### src/rtl/ex_arbiter_if.sv
// Request, execute-unit and response signals shared between the two requesters,
// the ex unit and the result consumer.
interface ex_arbiter_if #(
   parameter int unsigned CNT_W = 16
);
   logic [1:0]       req_valid;
   logic [1:0]       req_ready;
   logic [6:0]       req0_operation;
   logic [6:0]       req1_operation;
   logic [31:0]      req0_rs1;
   logic [31:0]      req1_rs1;
   logic [31:0]      req0_rs2;
   logic [31:0]      req1_rs2;
   logic [11:0]      req0_imm;
   logic [11:0]      req1_imm;
   logic [2:0]       req0_funct3;
   logic [2:0]       req1_funct3;
   logic             req0_shift_ctrl;
   logic             req1_shift_ctrl;
   logic             req0_sub_ctrl;
   logic             req1_sub_ctrl;

   logic [6:0]       ex_operation;
   logic [31:0]      ex_data_rs1;
   logic [31:0]      ex_data_rs2;
   logic [11:0]      ex_imm;
   logic [2:0]       ex_funct3;
   logic             ex_shift_ctrl;
   logic             ex_sub_ctrl;
   logic [31:0]      ex_data_out;

   logic             rsp_valid;
   logic             rsp_ready;
   logic             rsp_id;
   logic [31:0]      rsp_data;
   logic [CNT_W-1:0] grant_cnt0;
   logic [CNT_W-1:0] grant_cnt1;

   modport slave (
      input  req_valid, req0_operation, req1_operation, req0_rs1, req1_rs1,
             req0_rs2, req1_rs2, req0_imm, req1_imm, req0_funct3, req1_funct3,
             req0_shift_ctrl, req1_shift_ctrl, req0_sub_ctrl, req1_sub_ctrl,
             ex_data_out, rsp_ready,
      output req_ready, ex_operation, ex_data_rs1, ex_data_rs2, ex_imm,
             ex_funct3, ex_shift_ctrl, ex_sub_ctrl, rsp_valid, rsp_id,
             rsp_data, grant_cnt0, grant_cnt1
   );

   modport master (
      output req_valid, req0_operation, req1_operation, req0_rs1, req1_rs1,
             req0_rs2, req1_rs2, req0_imm, req1_imm, req0_funct3, req1_funct3,
             req0_shift_ctrl, req1_shift_ctrl, req0_sub_ctrl, req1_sub_ctrl,
             ex_data_out, rsp_ready,
      input  req_ready, ex_operation, ex_data_rs1, ex_data_rs2, ex_imm,
             ex_funct3, ex_shift_ctrl, ex_sub_ctrl, rsp_valid, rsp_id,
             rsp_data, grant_cnt0, grant_cnt1
   );
endinterface

### src/rtl/ex_arbiter.sv
// Two-way round-robin arbiter in front of the single-cycle ex unit, with a
// one-entry tagged response buffer and per-requester grant counters.
module ex_arbiter #(
   parameter int unsigned CNT_W = 16
) (
   input logic          clk,
   input logic          rst,
   ex_arbiter_if.slave  bus
);
   logic             last_q, last_d;
   logic             rsp_valid_q, rsp_valid_d;
   logic             rsp_id_q, rsp_id_d;
   logic [31:0]      rsp_data_q, rsp_data_d;
   logic [CNT_W-1:0] cnt0_q, cnt0_d;
   logic [CNT_W-1:0] cnt1_q, cnt1_d;

   logic grant_vld_c;
   logic grant_id_c;
   logic slot_free_c;
   logic xfer_c;

   // Grant: a lone requester wins; on contention the one not served last wins.
   always_comb begin
      grant_vld_c = 1'b0;
      grant_id_c  = 1'b0;
      case (bus.req_valid)
         2'b01:   begin grant_vld_c = 1'b1; grant_id_c = 1'b0;    end
         2'b10:   begin grant_vld_c = 1'b1; grant_id_c = 1'b1;    end
         2'b11:   begin grant_vld_c = 1'b1; grant_id_c = ~last_q; end
         default: begin grant_vld_c = 1'b0; grant_id_c = 1'b0;    end
      endcase
      slot_free_c = ~rsp_valid_q | bus.rsp_ready;
      xfer_c      = grant_vld_c & slot_free_c;
   end

   assign bus.req_ready = xfer_c ? (grant_id_c ? 2'b10 : 2'b01) : 2'b00;

   always_comb begin
      bus.ex_operation  = 7'd0;
      bus.ex_data_rs1   = 32'd0;
      bus.ex_data_rs2   = 32'd0;
      bus.ex_imm        = 12'd0;
      bus.ex_funct3     = 3'd0;
      bus.ex_shift_ctrl = 1'b0;
      bus.ex_sub_ctrl   = 1'b0;
      if (grant_vld_c) begin
         if (grant_id_c) begin
            bus.ex_operation  = bus.req1_operation;
            bus.ex_data_rs1   = bus.req1_rs1;
            bus.ex_data_rs2   = bus.req1_rs2;
            bus.ex_imm        = bus.req1_imm;
            bus.ex_funct3     = bus.req1_funct3;
            bus.ex_shift_ctrl = bus.req1_shift_ctrl;
            bus.ex_sub_ctrl   = bus.req1_sub_ctrl;
         end else begin
            bus.ex_operation  = bus.req0_operation;
            bus.ex_data_rs1   = bus.req0_rs1;
            bus.ex_data_rs2   = bus.req0_rs2;
            bus.ex_imm        = bus.req0_imm;
            bus.ex_funct3     = bus.req0_funct3;
            bus.ex_shift_ctrl = bus.req0_shift_ctrl;
            bus.ex_sub_ctrl   = bus.req0_sub_ctrl;
         end
      end
   end

   // A transfer overwrites the buffer even while it drains in the same cycle.
   always_comb begin
      last_d      = last_q;
      rsp_valid_d = rsp_valid_q;
      rsp_id_d    = rsp_id_q;
      rsp_data_d  = rsp_data_q;
      cnt0_d      = cnt0_q;
      cnt1_d      = cnt1_q;
      if (xfer_c) begin
         rsp_valid_d = 1'b1;
         rsp_id_d    = grant_id_c;
         rsp_data_d  = bus.ex_data_out;
         last_d      = grant_id_c;
         if (grant_id_c) cnt1_d = cnt1_q + CNT_W'(1);
         else            cnt0_d = cnt0_q + CNT_W'(1);
      end else if (bus.rsp_ready) begin
         rsp_valid_d = 1'b0;
      end
   end

   always_ff @(posedge clk) begin
      if (rst) begin
         last_q      <= 1'b1;
         rsp_valid_q <= 1'b0;
         rsp_id_q    <= 1'b0;
         rsp_data_q  <= 32'd0;
         cnt0_q      <= '0;
         cnt1_q      <= '0;
      end else begin
         last_q      <= last_d;
         rsp_valid_q <= rsp_valid_d;
         rsp_id_q    <= rsp_id_d;
         rsp_data_q  <= rsp_data_d;
         cnt0_q      <= cnt0_d;
         cnt1_q      <= cnt1_d;
      end
   end

   assign bus.rsp_valid  = rsp_valid_q;
   assign bus.rsp_id     = rsp_id_q;
   assign bus.rsp_data   = rsp_data_q;
   assign bus.grant_cnt0 = cnt0_q;
   assign bus.grant_cnt1 = cnt1_q;
endmodule

### src/flat_wrapper.sv
// flat-port wrapper written by rule: the top's interface ports become plain ports
module ex_arbiter_flat 
#(
   parameter int unsigned CNT_W = 16
)
  (clk, rst, bus_req_valid, bus_req0_operation, bus_req1_operation, bus_req0_rs1, bus_req1_rs1, bus_req0_rs2, bus_req1_rs2, bus_req0_imm, bus_req1_imm, bus_req0_funct3, bus_req1_funct3, bus_req0_shift_ctrl, bus_req1_shift_ctrl, bus_req0_sub_ctrl, bus_req1_sub_ctrl, bus_ex_data_out, bus_rsp_ready, bus_req_ready, bus_ex_operation, bus_ex_data_rs1, bus_ex_data_rs2, bus_ex_imm, bus_ex_funct3, bus_ex_shift_ctrl, bus_ex_sub_ctrl, bus_rsp_valid, bus_rsp_id, bus_rsp_data, bus_grant_cnt0, bus_grant_cnt1);
  ex_arbiter_if #(.CNT_W(CNT_W)) bus_i ();
  input logic clk;
  input logic rst;
  input wire logic [$bits(bus_i.req_valid)-1:0] bus_req_valid;
  input wire logic [$bits(bus_i.req0_operation)-1:0] bus_req0_operation;
  input wire logic [$bits(bus_i.req1_operation)-1:0] bus_req1_operation;
  input wire logic [$bits(bus_i.req0_rs1)-1:0] bus_req0_rs1;
  input wire logic [$bits(bus_i.req1_rs1)-1:0] bus_req1_rs1;
  input wire logic [$bits(bus_i.req0_rs2)-1:0] bus_req0_rs2;
  input wire logic [$bits(bus_i.req1_rs2)-1:0] bus_req1_rs2;
  input wire logic [$bits(bus_i.req0_imm)-1:0] bus_req0_imm;
  input wire logic [$bits(bus_i.req1_imm)-1:0] bus_req1_imm;
  input wire logic [$bits(bus_i.req0_funct3)-1:0] bus_req0_funct3;
  input wire logic [$bits(bus_i.req1_funct3)-1:0] bus_req1_funct3;
  input wire logic [$bits(bus_i.req0_shift_ctrl)-1:0] bus_req0_shift_ctrl;
  input wire logic [$bits(bus_i.req1_shift_ctrl)-1:0] bus_req1_shift_ctrl;
  input wire logic [$bits(bus_i.req0_sub_ctrl)-1:0] bus_req0_sub_ctrl;
  input wire logic [$bits(bus_i.req1_sub_ctrl)-1:0] bus_req1_sub_ctrl;
  input wire logic [$bits(bus_i.ex_data_out)-1:0] bus_ex_data_out;
  input wire logic [$bits(bus_i.rsp_ready)-1:0] bus_rsp_ready;
  output wire logic [$bits(bus_i.req_ready)-1:0] bus_req_ready;
  output wire logic [$bits(bus_i.ex_operation)-1:0] bus_ex_operation;
  output wire logic [$bits(bus_i.ex_data_rs1)-1:0] bus_ex_data_rs1;
  output wire logic [$bits(bus_i.ex_data_rs2)-1:0] bus_ex_data_rs2;
  output wire logic [$bits(bus_i.ex_imm)-1:0] bus_ex_imm;
  output wire logic [$bits(bus_i.ex_funct3)-1:0] bus_ex_funct3;
  output wire logic [$bits(bus_i.ex_shift_ctrl)-1:0] bus_ex_shift_ctrl;
  output wire logic [$bits(bus_i.ex_sub_ctrl)-1:0] bus_ex_sub_ctrl;
  output wire logic [$bits(bus_i.rsp_valid)-1:0] bus_rsp_valid;
  output wire logic [$bits(bus_i.rsp_id)-1:0] bus_rsp_id;
  output wire logic [$bits(bus_i.rsp_data)-1:0] bus_rsp_data;
  output wire logic [$bits(bus_i.grant_cnt0)-1:0] bus_grant_cnt0;
  output wire logic [$bits(bus_i.grant_cnt1)-1:0] bus_grant_cnt1;
  assign bus_i.req_valid = bus_req_valid;
  assign bus_i.req0_operation = bus_req0_operation;
  assign bus_i.req1_operation = bus_req1_operation;
  assign bus_i.req0_rs1 = bus_req0_rs1;
  assign bus_i.req1_rs1 = bus_req1_rs1;
  assign bus_i.req0_rs2 = bus_req0_rs2;
  assign bus_i.req1_rs2 = bus_req1_rs2;
  assign bus_i.req0_imm = bus_req0_imm;
  assign bus_i.req1_imm = bus_req1_imm;
  assign bus_i.req0_funct3 = bus_req0_funct3;
  assign bus_i.req1_funct3 = bus_req1_funct3;
  assign bus_i.req0_shift_ctrl = bus_req0_shift_ctrl;
  assign bus_i.req1_shift_ctrl = bus_req1_shift_ctrl;
  assign bus_i.req0_sub_ctrl = bus_req0_sub_ctrl;
  assign bus_i.req1_sub_ctrl = bus_req1_sub_ctrl;
  assign bus_i.ex_data_out = bus_ex_data_out;
  assign bus_i.rsp_ready = bus_rsp_ready;
  assign bus_req_ready = bus_i.req_ready;
  assign bus_ex_operation = bus_i.ex_operation;
  assign bus_ex_data_rs1 = bus_i.ex_data_rs1;
  assign bus_ex_data_rs2 = bus_i.ex_data_rs2;
  assign bus_ex_imm = bus_i.ex_imm;
  assign bus_ex_funct3 = bus_i.ex_funct3;
  assign bus_ex_shift_ctrl = bus_i.ex_shift_ctrl;
  assign bus_ex_sub_ctrl = bus_i.ex_sub_ctrl;
  assign bus_rsp_valid = bus_i.rsp_valid;
  assign bus_rsp_id = bus_i.rsp_id;
  assign bus_rsp_data = bus_i.rsp_data;
  assign bus_grant_cnt0 = bus_i.grant_cnt0;
  assign bus_grant_cnt1 = bus_i.grant_cnt1;
  ex_arbiter #(.CNT_W(CNT_W)) u_core (.clk(clk), .rst(rst), .bus(bus_i));
endmodule
### config.mk
export PLATFORM = sky130hd
export DESIGN_NAME = ex_arbiter_flat
export DESIGN_NICKNAME = d
export VERILOG_FILES = /design/src/rtl/ex_arbiter_if.sv /design/src/rtl/ex_arbiter.sv /design/src/flat_wrapper.sv
export SDC_FILE = /design/constraint.sdc
export NUM_CORES = 1
export LEC_CHECK = 0
export CAP_MARGIN = 30
export CORE_AREA = 5 5 140 142
export DETAILED_ROUTE_END_ITERATION = 8
export DIE_AREA = 0 0 145 147
export HOLD_SLACK_MARGIN = 0.12
export PLACE_DENSITY_LB_ADDON = 0.12
export SETUP_SLACK_MARGIN = 0.2
export SYNTH_ARGS = -nofsm -noshare
export SYNTH_HDL_FRONTEND = slang
export SYNTH_SLANG_ARGS = --single-unit
### constraint.sdc
create_clock -name clk -period 1.9 [get_ports clk]
set_input_delay 0.38 -clock clk [delete_from_list [all_inputs] [get_ports clk]]
set_output_delay 0.38 -clock clk [all_outputs]
set_load 0.05 [all_outputs]
==> metrics <==
outcome=finished, violations left; violated checks=negative setup slack; Top FF cell, synth=dfxtp_1; clock latency on the worst-skew pair=around 0.33 ns; CTS tree=yes; Die Y=147 um; Cell variety after synth=32; Fillers=~1500; Post-synth ARST share=0%; routed via count=slightly above 6000; placed inst area=roughly 9900 um2; largest net degree at the start of global routing=45; die width=approximately 150 um; Synth area leader=dfxtp_1; Clock Sinks=67; post-synthesis sequential area ratio=between 30 and 40%; period utilisation layout=109%; Startpoint Class=register; Core ar.=about 18000 um2; Die ar.=21300 um2; Core Rows=50; Post-synth EDFFs=0; Synth Register Bits=67; most common cell after layout, fill and taps aside=clkdlybuf4s50_1; area share of the largest cell type after synthesis=roughly 34%; Worst-Margin Slew=about 0.56 ns; Final ANT Viol Nets=0; setup slack after layout=-0.171 ns; TritonCTS Buffers=9; most frequent cells in the layout=clkdlybuf4s50_1, nand2_1, buf_12; Syn-to-layout area delta=198%; Critical Path AT=~1.7 ns; layout cells sized above 1=around 46%; crit path max fanout=8; Max Slew Vio Count=0; Clock Tree Buf Depth=2; number of global-route vias before repair=6049; Ys Warns=0; CP endpoint kind=output pin; initial antenna violation count=6; placed cell count=between 1000 and 1500; CTS HTree Levels=3; drt wl/cell=about 19 um; Slew headroom=62.3%; Pre-antenna DRT Iters=4; Max Clk Rate=between 400 and 500 MHz; vias per cell=approximately 4.6; wirelength, routed=~25 mm; Final nets=approximately 1300; Final Wtd Congestion=0.897; skew final=roughly 0.0064 ns; Mapped Cells=between 600 and 700; IO Pins=roughly 370; maximum VDD drop=530 uV; GR Util All Layers=between 20 and 25%; final setup vio count=between 80 and 90; Starting Density=a little over a fifth; Congestion Overflow GR=0; Mapped Nets=843; IO buf count=around 370; ranking of synthesized cells by area=dfxtp_1, nand2_1, o21ai_0, a21oi_1, clkbuf_1; Lkg Pwr=4.82 nW; final non-filler cell area=11800 um2; Max-Cap Viols=0; synthesized area=a little under 4000 um2; Syn Area/Cell=6.30 um2; HP Class=input port to register; first-pass GRT wire length=about 37 mm; Pwr Density=574 nW/um2; drt drc=0; hpwl dp=between 15 and 20 mm; final std cells w/o fill=1308; clock root cell=clkbuf_16; DRT iter0 DRCs=171; fin crit period=2.07 ns; Setup Crit Path Kind=register to output pin; Worst-path clk slew=around 0.060 ns; Required @ worst endpoint=1.52 ns; Fin. Hold Viols=0; unrepaired setup endpoints after global routing=true
[sequential cells by signal (all words and copies together), names as in the netlist]
name / flops
u_core.bus.rsp_data: 32
u_core.bus.grant_cnt0: 16
u_core.bus.rsp_valid: 1
u_core.last_q: 1
u_core.bus.rsp_id: 1
u_core.bus.grant_cnt1: 16
[logic make-up after synthesis]
kind of cell | share of synthesized area (%)
simple gates | 34.5
compound gates | 21.3
flops | 33.9
buf+inv | 6.38
xor+xnor | 2.43
mux | 0.822
fa+ha+maj | 0.632
[critical path, cell delays in order (launching register included)]
cell and delay, ns:
dfxtp_4 0.35, a21boi_4 0.19, buf_12 0.17, buf_16 0.15, buf_12 0.12, clkbuf_16 0.16
o21ai_4 0.07, buf_12 0.15
[power by group]
group / switching (mW) / leakage, nW / internal [mW]
logic: 1.80 / 4.10 / 1.74
registers: 0.0390 / 0.563 / 1.45
clock network: 0.605 / 0.155 / 1.13
[what timing repair did]
action                                  CTS  global route
pin swaps                                31            51
gates cloned                             10             4
setup buffers                            15            14
hold buffers                              0             0
endpoints found under the setup margin  125           107
gates resized for setup                 137           123
[synthesized netlist by cell type, drive strengths merged (2+ instances only)]
| library cell | n |
|---|---|
| buf | 16 |
| nor4 | 6 |
| and4 | 2 |
| ha | 2 |
| xor2 | 5 |
| nand2 | 251 |
| nor2b | 4 |
| or4 | 12 |
| a21oi | 53 |
| clkbuf | 36 |
| o31ai | 12 |
| xnor2 | 6 |
| nand4 | 8 |
| and2 | 2 |
| mux2 | 2 |
| inv | 9 |
| or2 | 2 |
| nand3 | 9 |
| o21ai | 94 |
| dfxtp | 67 |
| nor2 | 16 |
| or3 | 8 |
[layer usage]
layer | vias to the layer above | global-route usage [%] | part of all wire [%]
li1 | 2984 | - | -
met1 | 2829 | 25.9 | 39
met2 | 232 | 37.5 | 50
met3 | 33 | 7.87 | 8.1
met4 | 2 | 7.16 | 2.7
met5 | - | 0 | 0.051
[final timing paths]
kind / depth (start not counted) / slack [ns] / startpoint / endpoint
max reg2reg: 5 / 0.13 / u_core.last_q / u_core.bus.grant_cnt1[13]
min: 3 / 0.44 / rst / u_core.bus.grant_cnt0[15]
min reg2reg: 2 / 0.45 / u_core.bus.rsp_data[3] / u_core.bus.rsp_data[3]
max: 7 / -0.17 / u_core.last_q / bus_ex_imm[9]
[through the flow]
stage	hold WS, ns	setup TNS [ns]	worst slack (ns)	power, mW	utilization (%)
floorplan	0.516	-6.57	-0.521	3.01	-
global placement	0.441	-35.65	-0.426	4.58	54.2
detailed placement	0.447	-35.66	-0.426	4.59	54.2
CTS	0.409	-10.41	-0.170	6.64	60.2
global route	0.431	-15.56	-0.225	7.04	64.3
finish	0.435	-10.78	-0.171	6.77	64.3
[final cells by class]
| class | instances | area, um2 | share of cell area, % |
|---|---|---|---|
| Sequential cell | 67 | 1410 | 12.0 |
| Multi-Input combinational cell | 500 | 3840 | 32.6 |
| Clock inverter | 3 | 43.8 | 0.372 |
| Antenna cell | 6 | 15.0 | 0.127 |
| Timing Repair Buffer | 476 | 5880 | 49.9 |
| Tap cell | 234 | 293 | 2.48 |
| Inverter | 9 | 33.8 | 0.287 |
| Clock buffer | 13 | 272 | 2.30 |
(Power assumes the default switching activity.)
